## config.mk

```make
export PLATFORM = sky130hd
export DESIGN_NAME = pool_addr_gen
export DESIGN_NICKNAME = d
export VERILOG_FILES = /design/src/rtl/pool_addr_gen_pkg.sv /design/src/rtl/pool_addr_gen_lane_ctr.sv /design/src/rtl/pool_addr_gen.sv
export SDC_FILE = /design/constraint.sdc
export NUM_CORES = 1
export LEC_CHECK = 0
export BUFFER_PORTS_ARGS = -buffer_cell sky130_fd_sc_hd__buf_4
export CORE_ASPECT_RATIO = 0.8
export CORE_MARGIN = 1.5
export CORE_UTILIZATION = 55
export CTS_CLUSTER_SIZE = 40
export DETAILED_ROUTE_END_ITERATION = 12
export GPL_TIMING_DRIVEN = 0
export PLACE_DENSITY_LB_ADDON = 0.2
export SLEW_MARGIN = 20
export SYNTH_ARGS = -nofsm -noshare
export SYNTH_HDL_FRONTEND = slang
export SYNTH_SLANG_ARGS = --single-unit
```

## constraint.sdc

```tcl
create_clock -name i_clk -period 3.2 [get_ports i_clk]
set_clock_uncertainty 0.15 [all_clocks]
set_input_delay 0.96 -clock i_clk [delete_from_list [all_inputs] [get_ports i_clk]]
set_output_delay 0.96 -clock i_clk [all_outputs]
set_load 0.01 [all_outputs]
```

## src/rtl/pool_addr_gen_pkg.sv

```systemverilog
// Shared types and width helper for the pooled-feature buffer address generator.
package pool_pkg;

  typedef enum logic [1:0] {
    EMPTY = 2'd0,
    WRITE = 2'd1,
    FULL  = 2'd2,
    READ  = 2'd3
  } pool_state_e;

  // Address field width; never below one bit so single-entry dimensions still have a port.
  function automatic int addr_w(input int n);
    return (n < 2) ? 1 : $clog2(n);
  endfunction

endpackage

```

## src/rtl/pool_addr_gen_lane_ctr.sv

```systemverilog
// One write lane's (row, col) entry counter: advances by LANES entries per accepted
// beat, reloads to (row 0, col LANE_IDX), and flags the lane valid while row < ROWS.
module pool_lane_ctr #(
  parameter int COLS     = 7,
  parameter int ROWS     = 28,
  parameter int LANES    = 4,
  parameter int LANE_IDX = 0,
  parameter int COL_W    = 3,
  parameter int ROW_W    = 5
) (
  input  logic             i_clk,
  input  logic             i_rst_n,
  input  logic             i_reload,
  input  logic             i_adv,
  output logic [COL_W-1:0] o_col,
  output logic [ROW_W-1:0] o_row,
  output logic             o_en
);

  // One spare row bit lets the counter step past the last row, which disables the lane.
  localparam int IROW_W = ROW_W + 1;
  localparam logic [COL_W-1:0] COL_INIT = COL_W'(LANE_IDX);

  logic [COL_W-1:0]  r_col;
  logic [IROW_W-1:0] r_row;
  logic [COL_W:0]    w_col_sum;
  logic [COL_W:0]    w_col_wrapped;
  logic              w_wrap;

  assign w_col_sum     = {1'b0, r_col} + (COL_W+1)'(LANES);
  assign w_wrap        = (w_col_sum >= (COL_W+1)'(COLS));
  assign w_col_wrapped = w_col_sum - (COL_W+1)'(COLS);

  always_ff @(posedge i_clk or negedge i_rst_n) begin
    if (!i_rst_n) begin
      r_col <= COL_INIT;
      r_row <= '0;
    end else if (i_reload) begin
      r_col <= COL_INIT;
      r_row <= '0;
    end else if (i_adv) begin
      if (w_wrap) begin
        r_col <= w_col_wrapped[COL_W-1:0];
        r_row <= r_row + IROW_W'(1);
      end else begin
        r_col <= w_col_sum[COL_W-1:0];
      end
    end
  end

  assign o_en  = (r_row < IROW_W'(ROWS));
  assign o_col = o_en ? r_col : '0;
  assign o_row = o_en ? r_row[ROW_W-1:0] : '0;

endmodule

```

## src/rtl/pool_addr_gen.sv

```systemverilog
// Pooled-buffer address generator: LANES write addresses per beat in row-major order,
// then a row-offset read stream. Optional sticky protocol-error flag: POOL_OVF_DETECT_EN.
module pool_addr_gen
  import pool_pkg::*;
#(
  parameter int COLS  = 7,
  parameter int ROWS  = 28,
  parameter int LANES = 4,
  parameter int COL_W = addr_w(COLS),
  parameter int ROW_W = addr_w(ROWS)
) (
  input  logic                   i_clk,
  input  logic                   i_rst_n,
  input  logic                   i_clear,
  input  logic                   i_wr_valid,
  output logic                   o_wr_ready,
  output logic [LANES*COL_W-1:0] o_wr_col,
  output logic [LANES*ROW_W-1:0] o_wr_row,
  output logic [LANES-1:0]       o_wr_lane_en,
  output logic                   o_wr_done,
  input  logic                   i_rd_en,
  output logic                   o_rd_valid,
  output logic [ROW_W-1:0]       o_rd_row,
  output logic                   o_rd_last,
  output logic                   o_full,
  output logic                   o_ovf,
  output logic [1:0]             o_state
);

  // Handshakes: a write beat transfers when i_wr_valid && o_wr_ready; a read row
  // transfers when o_rd_valid (i_rd_en while holding data). i_clear overrides both.

  pool_state_e      r_state;
  pool_state_e      w_state_nxt;
  logic             w_wr_ready;
  logic             w_wr_acc;
  logic             w_rd_valid;
  logic             w_last;
  logic             w_reload;
  logic [LANES-1:0] w_lane_last;
  logic             r_wr_done;
  logic [ROW_W-1:0] r_rd_row;
  logic [ROW_W-1:0] w_rd_row_nxt;
  logic             r_rd_at_last;

  assign w_wr_ready = (r_state == EMPTY) || (r_state == WRITE);
  assign w_wr_acc   = i_wr_valid && w_wr_ready && !i_clear;
  assign w_rd_valid = i_rd_en && ((r_state == FULL) || (r_state == READ)) && !i_clear;
  assign w_last     = |w_lane_last;
  assign w_reload   = i_clear || (w_wr_acc && w_last);

  for (genvar k = 0; k < LANES; k++) begin : g_lane
    pool_lane_ctr #(
      .COLS    (COLS),
      .ROWS    (ROWS),
      .LANES   (LANES),
      .LANE_IDX(k),
      .COL_W   (COL_W),
      .ROW_W   (ROW_W)
    ) u_lane (
      .i_clk   (i_clk),
      .i_rst_n (i_rst_n),
      .i_reload(w_reload),
      .i_adv   (w_wr_acc),
      .o_col   (o_wr_col[k*COL_W +: COL_W]),
      .o_row   (o_wr_row[k*ROW_W +: ROW_W]),
      .o_en    (o_wr_lane_en[k])
    );

    // The beat holding the final entry is the one where some live lane sits on it.
    assign w_lane_last[k] = o_wr_lane_en[k]
                         && (o_wr_row[k*ROW_W +: ROW_W] == ROW_W'(ROWS-1))
                         && (o_wr_col[k*COL_W +: COL_W] == COL_W'(COLS-1));
  end

  always_comb begin
    w_state_nxt = r_state;
    case (r_state)
      EMPTY: if (w_wr_acc) w_state_nxt = w_last ? FULL : WRITE;
      WRITE: if (w_wr_acc && w_last) w_state_nxt = FULL;
      FULL:  if (w_rd_valid) w_state_nxt = r_rd_at_last ? EMPTY : READ;
      READ:  if (w_rd_valid && r_rd_at_last) w_state_nxt = EMPTY;
      default: w_state_nxt = EMPTY;
    endcase
    if (i_clear) w_state_nxt = EMPTY;
  end

  assign w_rd_row_nxt = r_rd_at_last ? '0 : (r_rd_row + ROW_W'(1));

  always_ff @(posedge i_clk or negedge i_rst_n) begin
    if (!i_rst_n) begin
      r_state      <= EMPTY;
      r_wr_done    <= 1'b0;
      r_rd_row     <= '0;
      r_rd_at_last <= (ROWS == 1);
    end else begin
      r_state   <= w_state_nxt;
      r_wr_done <= w_wr_acc && w_last;
      if (i_clear) begin
        r_rd_row     <= '0;
        r_rd_at_last <= (ROWS == 1);
      end else if (w_rd_valid) begin
        r_rd_row     <= w_rd_row_nxt;
        r_rd_at_last <= (w_rd_row_nxt == ROW_W'(ROWS-1));
      end
    end
  end

`ifdef POOL_OVF_DETECT_EN
  logic r_ovf;

  always_ff @(posedge i_clk or negedge i_rst_n) begin
    if (!i_rst_n) begin
      r_ovf <= 1'b0;
    end else if (i_clear) begin
      r_ovf <= 1'b0;
    end else if ((i_wr_valid && !w_wr_ready) || (i_rd_en && w_wr_ready)) begin
      r_ovf <= 1'b1;
    end
  end

  assign o_ovf = r_ovf;
`else
  assign o_ovf = 1'b0;
`endif

  assign o_wr_ready = w_wr_ready;
  assign o_wr_done  = r_wr_done;
  assign o_rd_valid = w_rd_valid;
  assign o_rd_row   = r_rd_row;
  assign o_rd_last  = w_rd_valid && r_rd_at_last;
  assign o_full     = (r_state == FULL);
  assign o_state    = r_state;

endmodule

```

== Word level (Yosys, flattened, before mapping) ==
Cells that the tools add are included.
Word-level totals
  bits in registers: 45
  bits in latches: 0
  RAM bits: 0
  bits in read-only memories: 0
  input bits: 5
  word-level logic and storage cells: 125
  memories kept: 0
Operators by class
  add/subtract/negate cells: 13
  multiply operators: 0
  divide/modulo/power cells: 0
  magnitude comparators: 8
  equal/unequal tests: 16
  shift-type cells: 0
  multiplexer cells: 45
  bitwise operators: 0
  reduce and logical (&&, ||, !) cells: 31
Operators by type and width (number)
  $mux W6: 12
  $mux W3: 16
  $mux W5: 7
  $eq A5 B5 Y1 const B: 5
  $add A6 B1 Y6 const B: 4
  $lt A6 B5 Y1 const B: 4
  $add A3 B3 Y4 const B: 4
  $ge A4 B3 Y1 const B: 4
  $logic_and A1 B1 Y1: 14
  $mux W2: 7
  $eq A3 B3 Y1 const B: 4
  $reduce_bool A2 Y1: 6
  $sub A3 B3 Y3 const B: 4
  $pmux W2 S4: 1
  $reduce_and A2 Y1: 4
  $ne A3 B2 Y1 const B: 2
  $ne A3 B3 Y1 const B: 2
  $add A5 B1 Y5 const B: 1
  $eq A2 B2 Y1 const B: 2
  $reduce_and A4 Y1: 1
  $reduce_or A4 Y1: 1
  $logic_or A1 B1 Y1: 3
  $eq A2 B1 Y1 const B: 1
  $logic_not A2 Y1: 1
  other kinds (2): 3

== Logic depth before layout (Yosys ltp) ==
  depth in word-level cells: 10
  depth in mapped cells: 7
  gate-level depth less buffers: 7

== Hierarchy ==
A second synthesis with hierarchy kept.
Unflattened totals
  cell total of the unflattened synthesis: 289
  area total of the unflattened synthesis: 2801.4 µm²
Modules (own cells, without submodules)
  pool_addr_gen: instances 1, cells each 81, area an instance 638.1 µm²
  pool_lane_ctr at g_lane[1].u_lane: instances 1, cells each 52, area an instance 545.5 µm²
  pool_lane_ctr at g_lane[3].u_lane: instances 1, cells each 52, area an instance 541.8 µm²
  pool_lane_ctr at g_lane[0].u_lane: instances 1, cells each 52, area an instance 538.0 µm²
  pool_lane_ctr at g_lane[2].u_lane: instances 1, cells each 52, area an instance 538.0 µm²

== Worst setup path before layout ==
OpenSTA, ideal clock, no wires.
  path type: input-to-output
  start: in i_rd_en
  end: out o_rd_last
  data arrival time: 1.638 ns
  path slack: 0.452 ns
  stages on the path: 4
  path buffers: 1
  path through: nand2_1 > clkbuf_1 > nor2_1 > and2_1
Between the ends
  cells in the longest elaborated chain, start to end: 3
Ends and longest elaborated chain
  from (decl): RTL line pool_addr_gen.sv:21  | input logic i_rd_en,
  $logic_and A1 B1 Y1 (2 in a row): RTL line pool_addr_gen.sv:48  | assign w_rd_valid = i_rd_en && ((r_state == FULL) || (r_state == READ)) && !i_clear;
  via o_rd_valid: RTL line pool_addr_gen.sv:22  | output logic o_rd_valid,
  $logic_and A1 B1 Y1: RTL line pool_addr_gen.sv:131  | assign o_rd_last = w_rd_valid && r_rd_at_last;
  to (decl): RTL line pool_addr_gen.sv:24  | output logic o_rd_last,
The timed path passes the listed nets, and every way through them passes these cells.

== Worst setup path after layout ==
  start: in i_rd_en
  end: out o_rd_last
Between the ends
  cells in the longest elaborated chain, start to end: 3
Ends and longest elaborated chain (RTL line)
  $logic_and A1 B1 Y1 (2 in a row): pool_addr_gen.sv:48
  $logic_and A1 B1 Y1: pool_addr_gen.sv:131
Every way passes these cells.

==> impl_results.md <==
- Status: completed
- Cells after Synth: 315
- Post-CTS Hold Fix Bufs: 0
- Worst Max-Slew Pin Slew: 0.895 ns
- Switching share of power: 0.322
- Clk buf depth: 2
- Cell taking the most area after synthesis: dfrtp_1
- R2R Path End: g_lane[2].u_lane.r_row[5]
- # DRC: 0
- Commonest non-fill, non-tap cell in the layout: buf_4
- Gate power share: 0.291
- Row cnt: 22
- Final hold violation count: 0
- DIE AREA: 5430 um^2
- Nets: 391
- Top-level I/O count: 54
- Input/output buffers: 51
- Worst r2r path cells: 6
- CP endpoint: o_rd_last
- Initial DRC count: 209
- Period minus WS final: around 3.1 ns
- Worst min path class: flip-flop to flip-flop
- Max-Cap Viols: 0
- Post-synth EDFFs: 0
- Fillers: between 300 and 400
- Reg clk slew, reported paths: around 0.09 ns
- Area grow syn2layout: 20.8%
- Worst path required time: approximately 2.1 ns
- Post-Route WL: around 6200 um
- P_leak: approximately 1.5 nW
- Starting density of the core: 0.584
- Clock share of power: 0.262
- Ys Warns: 0
- Finished Cell Area: 3320 um^2
- Iteration count of the initial detailed-routing pass: 4
- Final Max Slew Viols: 0
- Flop-to-flop setup slack: 0.40 ns
- Final worst path period share: 0.954
- Startpoint types: input port
- Ys async rst share: 1.00
- Synth top area cells: dfrtp_1 (37%), and2_1 (7.3%), ha_1 (5.9%)
- Post-route ant nets: 0
- WL/cell: 14.3 um
- Reg power frac: 0.448
- HPWL after DPL: 4470 um
- Placed Area: between 3000 and 4000 um^2
- Crit path DAT: 1.94 ns
- Fmax achieved: approximately 330 MHz
- Antenna diodes: 0
- Yosys cell types: 44
- Largest net degree at the start of global routing: 46
- GR Overflow Total: 0
- Vias in the first global route: roughly 2300
- Post-synthesis average cell area: just under 9 um^2
- Layout cells sized above 1: 0.190
- CTS resizes: 0
- Post-CTS Setup Inserts: 0
- Synth Flop Type: dfrtp_1
- Die Y: roughly 66 um
- Core Box Area: 4710 um^2
- Total number of vias: 2497
- CP Launch Point: i_rd_en
- Area of the multi-input gates: 1430 um^2
- Antenna violations before repair: 0
- Root buf cell: clkbuf_8
- Commonest non-fill, non-tap cells in the layout: buf_4 (56), dfrtp_1 (41), and2_1 (32), inv_1 (29), nand3_1 (29)
- Rel. slew slack: 0.402
- Net Count, Synth: between 300 and 400
- Post-synth top area share: 0.373
- TritonCTS Sinks: 45
- Critical Path Sink Type: primary output
- Flops & latches, synth: 45
- Seq/Total Area, Yosys: 0.411
- Setup CP Type: input port to primary output
- Storage element area: roughly 1100 um^2
- Crit-path max FO: 10
- Num CTS Buffers: 5
- CTS tree: yes
- CTS H-tree lvls: 2
- First-pass GRT wire length: ~10000 um
- Pint: roughly 1.1 mW
- GPL Wtd Cong: 0.864
- Clock latency on the worst-skew pair: 0.31 ns
- RSZ-0062 raised after global routing: no
- Cell area power density: 507 nW/um^2
- Post-Syn Area: roughly 2700 um^2
- Worst r2r src: g_lane[1].u_lane.r_row[3]
- Setup_tns: 0 ns
- Net Sw Power: around 0.54 mW
- Final setup fails: 0
- Die X: 82.0 um
- Vias per inst: roughly 5.8
- Gr usage total: 0.252
- Maximum vdd ir drop: between 400 and 500 uV
per-stage QoR:
step                      hold slack (ns)  total power [mW]  setup WS [ns]  cells   util
final                               0.387              1.68          0.147    434  0.706
after global routing                0.412              1.80        0.00761    434  0.706
after CTS                           0.392              1.70          0.159    434  0.706
after detailed placement            0.377              1.25        0.00200    426  0.681
after global placement              0.368              1.24        -0.0349    426  0.681
after floorplan                     0.334              1.05          0.452    315      -
sequential cells by signal, summed over array words and instances (netlist names):
signal and cells:
o_rd_row 5, g_lane.u_lane.r_col 12, g_lane.u_lane.r_row 24, o_wr_done 1, o_state 2, r_rd_at_last 1
cells in the mapped netlist (all sizes together), types with 2 or more instances:
cell type	number
a31oi	14
and4	2
nor2	24
dfrtp	41
clkbuf	9
and3	5
a2bb2oi	2
nor3	6
or3	2
o221ai	7
nand2b	5
nand2	21
xnor2	4
a21oi	13
inv	29
o31ai	2
o22ai	7
o22a	2
nor3b	3
ha	13
o21ai	8
nand4b	3
buf	6
nand3	29
mux2i	5
dfstp	4
nand4	3
and2	32
layer usage:
metal / vias to the layer above / GRT usage / share of wire
met5: - / 0 / 0
met4: 0 / 0.0953 / 0.010
met3: 8 / 0.0538 / 0.058
li1: 1234 / - / -
met2: 83 / 0.387 / 0.47
met1: 1172 / 0.346 / 0.46
cell type report:
type                       instances  share of cell area
timing repair buffer              51               0.115
sequential                        45               0.340
multi-input combinational        226               0.431
clock buffer                       5              0.0207
buffer                            15              0.0230
tap                               60              0.0226
inverter                          29              0.0328
clock inverter                     3              0.0139
worst max-delay path, cell delays in order:
cell and delay [ns]:
buf_4 0.13, nand2_1 0.10, clkbuf_1 0.34, nor2_1 0.10, and2_1 0.17, buf_4 0.13
power groups by stage:
stage	Sequential (mW)	Clock [mW]	Combinational, mW
final	0.753	0.440	0.490
after global routing	0.769	0.480	0.554
after CTS	0.753	0.448	0.494
after detailed placement	0.763	0	0.491
after global placement	0.762	0	0.481
after floorplan	0.736	0	0.312
how the worst min path moves through the flow:
stage                               from                   endpoint  slack [ns]  cells after the start
4_1_cts        g_lane[3].u_lane.r_col[1]  g_lane[3].u_lane.r_col[1]        0.39                      1
2_1_floorplan  g_lane[2].u_lane.r_col[0]  g_lane[2].u_lane.r_col[0]        0.33                      1
3_5_place_dp   g_lane[3].u_lane.r_col[1]  g_lane[3].u_lane.r_col[1]        0.38                      1
3_3_place_gp   g_lane[2].u_lane.r_col[0]  g_lane[2].u_lane.r_col[0]        0.37                      1
5_1_grt        g_lane[2].u_lane.r_col[0]  g_lane[2].u_lane.r_col[0]        0.41                      1
6_report       g_lane[3].u_lane.r_col[1]  g_lane[3].u_lane.r_col[1]        0.39                      1
logic make-up (layout without fill, tap and decap cells):
group / after synthesis / in the layout / share of synthesized area
and+or+nand+nor: 140 / 140 / 0.276
AOI/OAI and AO/OA: 62 / 62 / 0.149
other: 1 / 1 / 0.00136
DFF: 45 / 45 / 0.411
buffers and inverters: 44 / 103 / 0.0674
xor gates and xnor gates: 4 / 4 / 0.0127
muxes: 6 / 6 / 0.0223
adders and majority gates: 13 / 13 / 0.0592
No activity file was read; power rests on OpenSTA's default activity.
